File: config.mk
export PLATFORM = sky130hd
export DESIGN_NAME = mac_seq
export DESIGN_NICKNAME = d
export VERILOG_FILES = /design/src/rtl/mac_seq.sv
export SDC_FILE = /design/constraint.sdc
export NUM_CORES = 1
export LEC_CHECK = 0
export ABC_AREA = 0
export CAP_MARGIN = 20
export CORE_MARGIN = 2
export CORE_UTILIZATION = 45
export DETAILED_ROUTE_END_ITERATION = 10
export GPL_TIMING_DRIVEN = 0
export PLACE_DENSITY = 0.65
export SYNTH_ARGS = -nofsm -noshare
export SYNTH_HDL_FRONTEND = slang
export SYNTH_SLANG_ARGS = --single-unit
File: constraint.sdc
create_clock -name clk -period 6.6 [get_ports clk]
set_input_delay 0.99 -clock clk [delete_from_list [all_inputs] [get_ports clk]]
set_output_delay 0.99 -clock clk [all_outputs]
set_load 0.05 [all_outputs]
File: src/rtl/mac_seq.sv
// mac_seq: sequential multiply-accumulate unit.
//
// Multiplies two N-bit operands (signed or unsigned) with a radix-2
// shift-and-add loop that stops as soon as the remaining multiplier bits are
// all zero. The product is then added into an ACC_W-bit accumulator, and a
// sticky overflow flag is kept.
//
// Handshake (level based): the requester raises start and holds it until done
// is seen. start is sampled only in IDLE; data_a/data_b/sgn are captured on
// that same edge. done stays high in DONE while start stays high, and the
// FSM returns to IDLE on the first edge that sees start low. A start held high
// after done therefore never retriggers.
//
// Ports:
//   clk, reset      rising-edge clock, synchronous active-high reset
//   start           operation request (level)
//   acc_clr         clear accumulator and ovf, honoured only in IDLE
//   sgn             1 = two's-complement operands, 0 = unsigned
//   data_a, data_b  multiplicand / multiplier
//   busy            high in MUL and ADD
//   done            high in DONE
//   prod            last product, 2N bits
//   acc             accumulator, ACC_W bits
//   ovf             sticky accumulate overflow
//   dbg_state_o     current FSM state (IDLE=0, MUL=1, ADD=2, DONE=3)
module mac_seq #(
  parameter int N     = 32,
  parameter int ACC_W = 2 * N + 8
) (
  input  logic             clk,
  input  logic             reset,
  input  logic             start,
  input  logic             acc_clr,
  input  logic             sgn,
  input  logic [N-1:0]     data_a,
  input  logic [N-1:0]     data_b,
  output logic             busy,
  output logic             done,
  output logic [2*N-1:0]   prod,
  output logic [ACC_W-1:0] acc,
  output logic             ovf,
  output logic [1:0]       dbg_state_o
);

  typedef enum logic [1:0] {
    IDLE = 2'd0,
    MUL  = 2'd1,
    ADD  = 2'd2,
    DONE = 2'd3
  } state_t;

  state_t             state_q, state_d;
  logic               sgn_q, sgn_d;
  logic               neg_q, neg_d;
  logic [2*N-1:0]     ma_q, ma_d;
  logic [N-1:0]       mb_q, mb_d;
  logic [2*N-1:0]     pp_q, pp_d;
  logic [2*N-1:0]     prod_q, prod_d;
  logic [ACC_W-1:0]   acc_q, acc_d;
  logic               ovf_q, ovf_d;

  // Operand magnitudes. -2^(N-1) negates to itself, which read as unsigned is
  // exactly 2^(N-1), so N bits are enough.
  logic [N-1:0]       mag_a, mag_b;
  assign mag_a = (sgn && data_a[N-1]) ? -data_a : data_a;
  assign mag_b = (sgn && data_b[N-1]) ? -data_b : data_b;

  // Signed product from the unsigned partial product.
  logic [2*N-1:0]     p;
  assign p = neg_q ? -pp_q : pp_q;

  // Product extended to accumulator width: sign-extended for signed ops.
  logic [ACC_W-1:0]   ext;
  always_comb begin
    ext            = {ACC_W{sgn_q & p[2*N-1]}};
    ext[2*N-1:0]   = p;
  end

  // One extra bit keeps the unsigned carry-out.
  logic [ACC_W:0]     sum;
  logic               ovf_add;
  assign sum = {1'b0, acc_q} + {1'b0, ext};
  assign ovf_add = sgn_q ? ((acc_q[ACC_W-1] == ext[ACC_W-1]) &&
                            (sum[ACC_W-1] != acc_q[ACC_W-1]))
                         : sum[ACC_W];

  always_comb begin
    state_d = state_q;
    sgn_d   = sgn_q;
    neg_d   = neg_q;
    ma_d    = ma_q;
    mb_d    = mb_q;
    pp_d    = pp_q;
    prod_d  = prod_q;
    acc_d   = acc_q;
    ovf_d   = ovf_q;
    unique case (state_q)
      IDLE: begin
        if (acc_clr) begin
          acc_d = '0;
          ovf_d = 1'b0;
        end
        if (start) begin
          sgn_d   = sgn;
          neg_d   = sgn & (data_a[N-1] ^ data_b[N-1]);
          ma_d    = {{N{1'b0}}, mag_a};
          mb_d    = mag_b;
          pp_d    = '0;
          state_d = MUL;
        end
      end
      MUL: begin
        if (mb_q[0]) pp_d = pp_q + ma_q;
        ma_d = ma_q << 1;
        mb_d = mb_q >> 1;
        // Early exit: no set multiplier bits remain after this step.
        if ((mb_q >> 1) == '0) state_d = ADD;
      end
      ADD: begin
        prod_d  = p;
        acc_d   = sum[ACC_W-1:0];
        if (ovf_add) ovf_d = 1'b1;
        state_d = DONE;
      end
      DONE: begin
        if (!start) state_d = IDLE;
      end
      default: state_d = IDLE;
    endcase
  end

  always_ff @(posedge clk) begin
    if (reset) begin
      state_q <= IDLE;
      sgn_q   <= 1'b0;
      neg_q   <= 1'b0;
      ma_q    <= '0;
      mb_q    <= '0;
      pp_q    <= '0;
      prod_q  <= '0;
      acc_q   <= '0;
      ovf_q   <= 1'b0;
    end else begin
      state_q <= state_d;
      sgn_q   <= sgn_d;
      neg_q   <= neg_d;
      ma_q    <= ma_d;
      mb_q    <= mb_d;
      pp_q    <= pp_d;
      prod_q  <= prod_d;
      acc_q   <= acc_d;
      ovf_q   <= ovf_d;
    end
  end

  assign busy        = (state_q == MUL) || (state_q == ADD);
  assign done        = (state_q == DONE);
  assign prod        = prod_q;
  assign acc         = acc_q;
  assign ovf         = ovf_q;
  assign dbg_state_o = state_q;

endmodule

# After elaboration in Yosys (flattened, before gate mapping)
# Cells that the tools add are included.
[classes]
n_addsub = 5
n_eq_ne = 11
n_mux = 20
n_bitwise = 3
n_reduce_logical = 14
[ops]
columns = ["op", "n"]
rows = [
  ["64-bit 2-to-1 mux", 4],
  ["64-bit case mux with 2 select lines", 2],
  ["72-bit case mux with 2 select lines", 1],
  ["32-bit 2-to-1 mux", 3],
  ["72-bit by 72-bit adder with 73-bit output", 1],
  ["72-bit 2-to-1 mux", 1],
  ["64-bit adder", 1],
  ["32-bit negator", 2],
  ["64-bit negator", 1],
  ["32-bit case mux with 2 select lines", 1],
  ["32-bit logical NOT", 1],
  ["2-bit inequality test, second input constant", 6],
  ["3-bit AND reduction", 3],
  ["2-bit case mux with 4 select lines", 1],
  ["2-bit 2-to-1 mux", 3],
  ["2-bit AND reduction", 3],
  ["2-bit == test, second input constant", 2],
  ["2-bit nonzero test", 2],
  ["1-bit logical AND", 3],
  ["1-bit 2-to-1 mux", 3],
  ["1-bit AND", 2],
  ["2-bit by 1-bit == test with 1-bit output, second input constant", 1],
  ["2-bit logical NOT", 1],
  ["1-bit case mux with 2 select lines", 1],
  ["4 further kinds", 4],
]
[word_totals]
ff_bits = 301
inputBits = 69
out_inout_bits = 141
wordCells = 62

# Logic depth before layout (Yosys ltp)
[depth]
word_depth = 9
mapped_depth = 23
ltp_nobuf = 22

# Worst setup path before layout
# OpenSTA, ideal clock, no wires.
[synth_timing]
path_kind = "reg2reg"
start = "reg pp_q[19]"
end = "reg ovf_q, in the netlist ovf"
setup_time_ns = 0.087
arrival_ns = 5.247
required_ns = 6.513
path_slack_ns = 1.266
stages_incl_launch_ff = 24
path_buffers = 1
period_less_slack_ns = 5.334
path_cell_list = "dfxtp_1 or4_4 nor4_4 or3b_1 nor2_2 nand2_2 or3_4 or2_1 o21ai_2 xnor2_1 nor2b_1 ha_1 clkbuf_1 a21o_1 a21o_1 a21o_1 a21o_1 a211oi_1 o21bai_1 a41o_1 o21ba_2 xor2_1 o21a_1 o31ai_1"
[synth_via]
elab_chain_len = 9
elab_cells_between_ends = 10
classes_between = "2 x add/sub; 3 x eq/ne; 2 x mux; 1 x bitwise; 2 x reduce/logical"
[synth_lines]
columns = ["item", "line_no", "source"]
rows = [
  ["start, declared", "57", "logic [2*N-1:0] pp_q, pp_d;"],
  ["start signal, assigned", "149", "pp_q <= pp_d;"],
  ["64-bit negator", "70", "assign p = neg_q ? -pp_q : pp_q;"],
  ["64-bit 2-to-1 mux *", "70", ""],
  ["1-bit AND", "75", "ext = {ACC_W{sgn_q & p[2*N-1]}};"],
  ["72-bit by 72-bit adder with 73-bit output", "82", "assign sum = {1'b0, acc_q} + {1'b0, ext};"],
  ["1-bit inequality test", "84", "(sum[ACC_W-1] != acc_q[ACC_W-1]))"],
  ["1-bit logical AND", "83", "assign ovf_add = sgn_q ? ((acc_q[ACC_W-1] == ext[ACC_W-1]) &&"],
  ["1-bit 2-to-1 mux *", "83", ""],
  ["2-bit inequality test (no source line) *", "n/a", ""],
  ["3-bit AND reduction (no source line) *", "n/a", ""],
  ["end signal, assigned", "152", "ovf_q <= ovf_d;"],
  ["end, declared", "60", "logic ovf_q, ovf_d;"],
]
# Mark *: on every way between the ends. The rest lies on a longest branch, timed or not.
# A chain may end at the register's enable or synchronous reset.

# Worst setup path after layout
[layout_timing]
start = "reg pp_q[11]"
end = "reg ovf_q, in the netlist ovf"
[layout_via]
elab_cells_between_ends = 10
classes_between = "2 x add/sub; 3 x eq/ne; 2 x mux; 1 x bitwise; 2 x reduce/logical"
[layout_lines]
columns = ["item", "line_no", "source"]
rows = [
  ["64-bit negator *", "70", ""],
  ["64-bit 2-to-1 mux *", "70", ""],
  ["net ext[50]", "73", "logic [ACC_W-1:0] ext;"],
  ["72-bit by 72-bit adder with 73-bit output *", "82", ""],
  ["1-bit inequality test", "84", ""],
  ["1-bit logical AND", "83", ""],
  ["1-bit 2-to-1 mux *", "83", ""],
  ["2-bit inequality test (no source line) *", "n/a", ""],
  ["3-bit AND reduction (no source line) *", "n/a", ""],
]
# The timed path passes the listed nets; every way through them passes the cells marked *.

==> impl_summary.txt <==
----------------------------------------------------
[Yosys]
  Leading area contributor after synthesis ... dfxtp_1
  Top cells by instance count after synthesis ... 348 x nor2_1, 337 x nand2_1, 301 x dfxtp_1
  Async set or reset register ratio after synthesis ... 0
  Number of warning messages in the yosys log ... 0
  Post-Syn Nets ... 3,048
  Post-Syn Instances ... 2,834
  Unique masters post-synth ... 79
  Register bit total from synthesis ... ~300
  Mapped Area ... ~0.021 sq mm
  Synth top area cells ... dfxtp_1 28%, ha_1 8.4%, xnor2_1 6.6%
  Sequential area share after synthesis ... 0.2841
  Most repeated cell in the gate-level netlist after synthesis ... nor2_1
  Synthesized area per cell ... between 7 and 8 sq um
  Share of Yosys cell area claimed by the top area cell type ... 0.2841
  Flip-flop cell with the highest count after synthesis ... dfxtp_1
  Number of synthesized flops with an enable pin ... 0

[Place]
  DP Wirelength ... roughly 60 mm
  GPL Wtd Cong ... roughly 0.98
  Input/output buffers ... 209
  Setup WS pre-CTS ... around 0.08 ns

[STA]
  Total count of hold-check failures in the final report ... 0
  Maximum clock frequency ... around 0.16 GHz
  Slew headroom ... 0.2571
  Setup violations, final ... 0
  Setup TNS ... 0 ns
  Actual transition at the worst max-transition pin ... ~1.1 ns
  Min Tclk post-route ... 6.294 ns
  Clock tree skew after final layout ... 0.01605 ns
  Final worst setup slack ... between 0.3 and 0.4 ns
  Period Utilization, post-route ... 0.9536
  Max-slew violation count ... 0
  Unrepaired setup endpoints after global routing ... false

[Detailed routing]
  First-iteration detailed-routing DRC count ... around 1,700
  Routed WL per cell ... about 20 microns
  DRC violation count after routing ... 0
  Antenna Violating Nets Remaining ... 0
  DR pass1 iterations ... 7
  Number of vias in the routed layout ... approximately 22,000
  Vias/cell ... between 5 and 6
  Total wire length ... about 74 mm

[Floorplan]
  Die boundary height ... 221.1 microns
  Area of the placeable core ... about 0.047 sq mm
  Std-Cell Rows ... 79
  Die area ... 0.04889 sq mm
  Effective utilization at floorplan ... 0.4556
  Chip width ... about 220 microns
  IO Pins ... 210

[GRT]
  Vias in the first global route ... approximately 20,000
  Wire length of the first global-routing pass ... roughly 110 mm
  All-layer global routing usage ... 0.2910
  Leftover overflow at the end of global routing ... 0
  Largest net degree at the start of global routing ... 13
  Number of antenna violations at the first check in global routing ... 0

[Critical path]
  Category of the most critical setup path ... flop to flop
  CP startpoint kind ... flop
  Reg-to-reg slack, setup ... about 0.31 ns
  Endpoint type of the worst setup path ... flop
  Worst reg2reg path endpoint ... ovf
  Critical path peak fanout ... 7
  Endpoint arrival time on the critical path ... 6.77 ns
  Register-to-Register Path Depth ... 22
  Data required time of the worst path ... 7.07 ns
  Critical R2R Launch ... pp_q[11]

[Power and ir drop]
  Sequential group share of total power ... 0.316
  Comb pwr share ... 0.403
  Switch share ... 0.4281
  Power density normalized to cell area ... about 290 mW/mm^2
  Cell internal power dissipation ... about 4.2 mW
  Worst voltage drop across the vdd grid ... around 300 uV
  Switching power total ... ~3.2 mW
  Clock share of power ... 0.281
  Static leakage ... a little over 10 nW

[Clocking]
  Number of buffers inserted by hold repair at cts ... 0
  Root Driver ... clkbuf_16
  Number of buffers added by the clock tree synthesis step ... 38
  CTS tree ... done
  Clock latency on the worst-skew pair ... about 0.56 ns
  Clock-pin slew of the registers on the worst-case setup and hold paths ... 0.06 ns
  H-tree Lvls ... 2
  CTS Buffer Depth ... 3
  Total clock sinks ... around 300

[Min path]
  Hold Crit Start ... prod[42]
  Worst Hold Path Cells ... 2
  Worst hold endpoint ... prod[42]
  Path class of the lowest-slack min-delay path ... flop to flop

[Cells and area]
  Filler Cells Inserted ... approximately 4,500
  Register area ... around 0.006 sq mm
  Area Growth Syn to Fin ... 19.43%
  Share of final-layout standard cells stronger than drive strength 1 ... 0.03182
  Number of nets in the layout ... between 3,000 and 4,000
  Diodes inserted ... 0
  Multi-input combinational cell area ... about 0.014 sq mm

[Job]
  Max_cap viols ... 0

[Status]
  Result of the run ... finished clean

----------------------------------------------------
[cells in the final DEF, fill, tap and decap left out, drive strengths merged, types with 30 or more instances in the layout]
| cell type | count |
|---|---|
| xnor2 | 160 |
| nand4 | 48 |
| nand2 | 338 |
| dfxtp | 301 |
| inv | 58 |
| nand3 | 40 |
| nor3 | 89 |
| a21oi | 257 |
| o21ai | 185 |
| o21bai | 30 |
| clkbuf | 218 |
| clkdlybuf4s50 | 209 |
| a21o | 92 |
| o211ai | 32 |
| ha | 143 |
| o31ai | 36 |
| a22oi | 92 |
| nor2 | 349 |
| xor2 | 81 |
| a22o | 33 |
[state kept, by name (all words and copies together) (netlist names)]
| signal | count |
|---|---|
| acc | 72 |
| prod | 64 |
| pp_q | 64 |
| ovf | 1 |
| neg_q | 1 |
| dbg_state_o | 2 |
| mb_q | 32 |
| sgn_q | 1 |
| ma_q | 64 |
[metal layers]
metal,vias up,global-route usage,share of wire
li1,10730,-,-
met1,10017,0.4008,0.47
met2,708,0.4729,0.45
met3,118,0.03506,0.057
met4,0,0.09374,0.029
met5,-,0,0
[through the flow]
step	total power, mW	cells	hold slack (ns)	util	cell area (sq um)
finish	7.389	3718	0.4678	0.5441	25330
global route	7.765	3718	0.4883	0.5441	25330
CTS	7.405	3717	0.4652	0.5437	25310
detailed placement	5.319	3650	0.4564	0.5168	24060
global placement	5.277	3650	0.4574	0.5168	24060
floorplan	4.276	2834	0.4447	-	21210
[cell type report]
class | instances | area share
buffer | 178 | 0.02657
clock buffer | 57 | 0.04594
clock inverter | 10 | 0.003359
inverter | 57 | 0.008446
multi-input combinational | 2298 | 0.5649
sequential | 301 | 0.2379
tap | 607 | 0.02998
timing repair buffer | 210 | 0.08288
[worst max-delay path, stage by stage (launching register included)]
cell,delay (ns)
dfxtp_1,0.40
or4_4,0.60
nor4_2,0.24
nand3b_1,0.13
nor2_1,0.26
nand3_1,0.27
or3_1,0.46
o21ai_0,0.22
xnor2_1,0.15
ha_1,0.29
clkbuf_1,0.28
and3_1,0.21
clkbuf_1,0.28
nand4_1,0.19
nor3_2,0.27
nand4_1,0.30
a31oi_2,0.35
nor3_1,0.17
a21bo_2,0.27
o31a_1,0.29
o21ai_1,0.26
a31oi_1,0.14
o31ai_1,0.19
[power by group through the flow]
stage | Combinational, mW | Clock, mW | Sequential [mW]
after floorplan | 1.53 | 0 | 2.75
after global placement | 2.92 | 0 | 2.36
after detailed placement | 2.95 | 0 | 2.36
after CTS | 2.96 | 2.11 | 2.33
after global routing | 3.22 | 2.18 | 2.36
final | 2.98 | 2.08 | 2.33
[timing repair]
action                                  in CTS  in global routing
endpoints found under the setup margin       0                  3
setup buffers                                0                  1
gates resized for setup                      0                  3
[cell families (layout without fill, tap and decap cells)]
kind of cell / after synthesis / count (layout) / synth area share
buf+inv: 235 / 512 / 0.04182
flops: 301 / 301 / 0.2841
mux: 5 / 5 / 0.002360
fa+ha+maj: 145 / 145 / 0.08624
xor+xnor: 241 / 241 / 0.09952
compound gates: 897 / 897 / 0.2719
simple gates: 1010 / 1010 / 0.2140
[how the worst max path moves through the flow]
| stage | start | end | slack (ns) | depth (start not counted) |
|---|---|---|---|---|
| 6_report | pp_q[11] | ovf | 0.31 | 22 |
| 5_1_grt | pp_q[28] | ovf | 0.08 | 22 |
| 4_1_cts | pp_q[2] | ovf | 0.06 | 21 |
| 3_5_place_dp | pp_q[2] | ovf | 0.08 | 21 |
| 3_3_place_gp | pp_q[2] | ovf | 0.12 | 21 |
| 2_1_floorplan | pp_q[19] | ovf | 1.27 | 23 |
No activity file was read; power rests on OpenSTA's default activity.
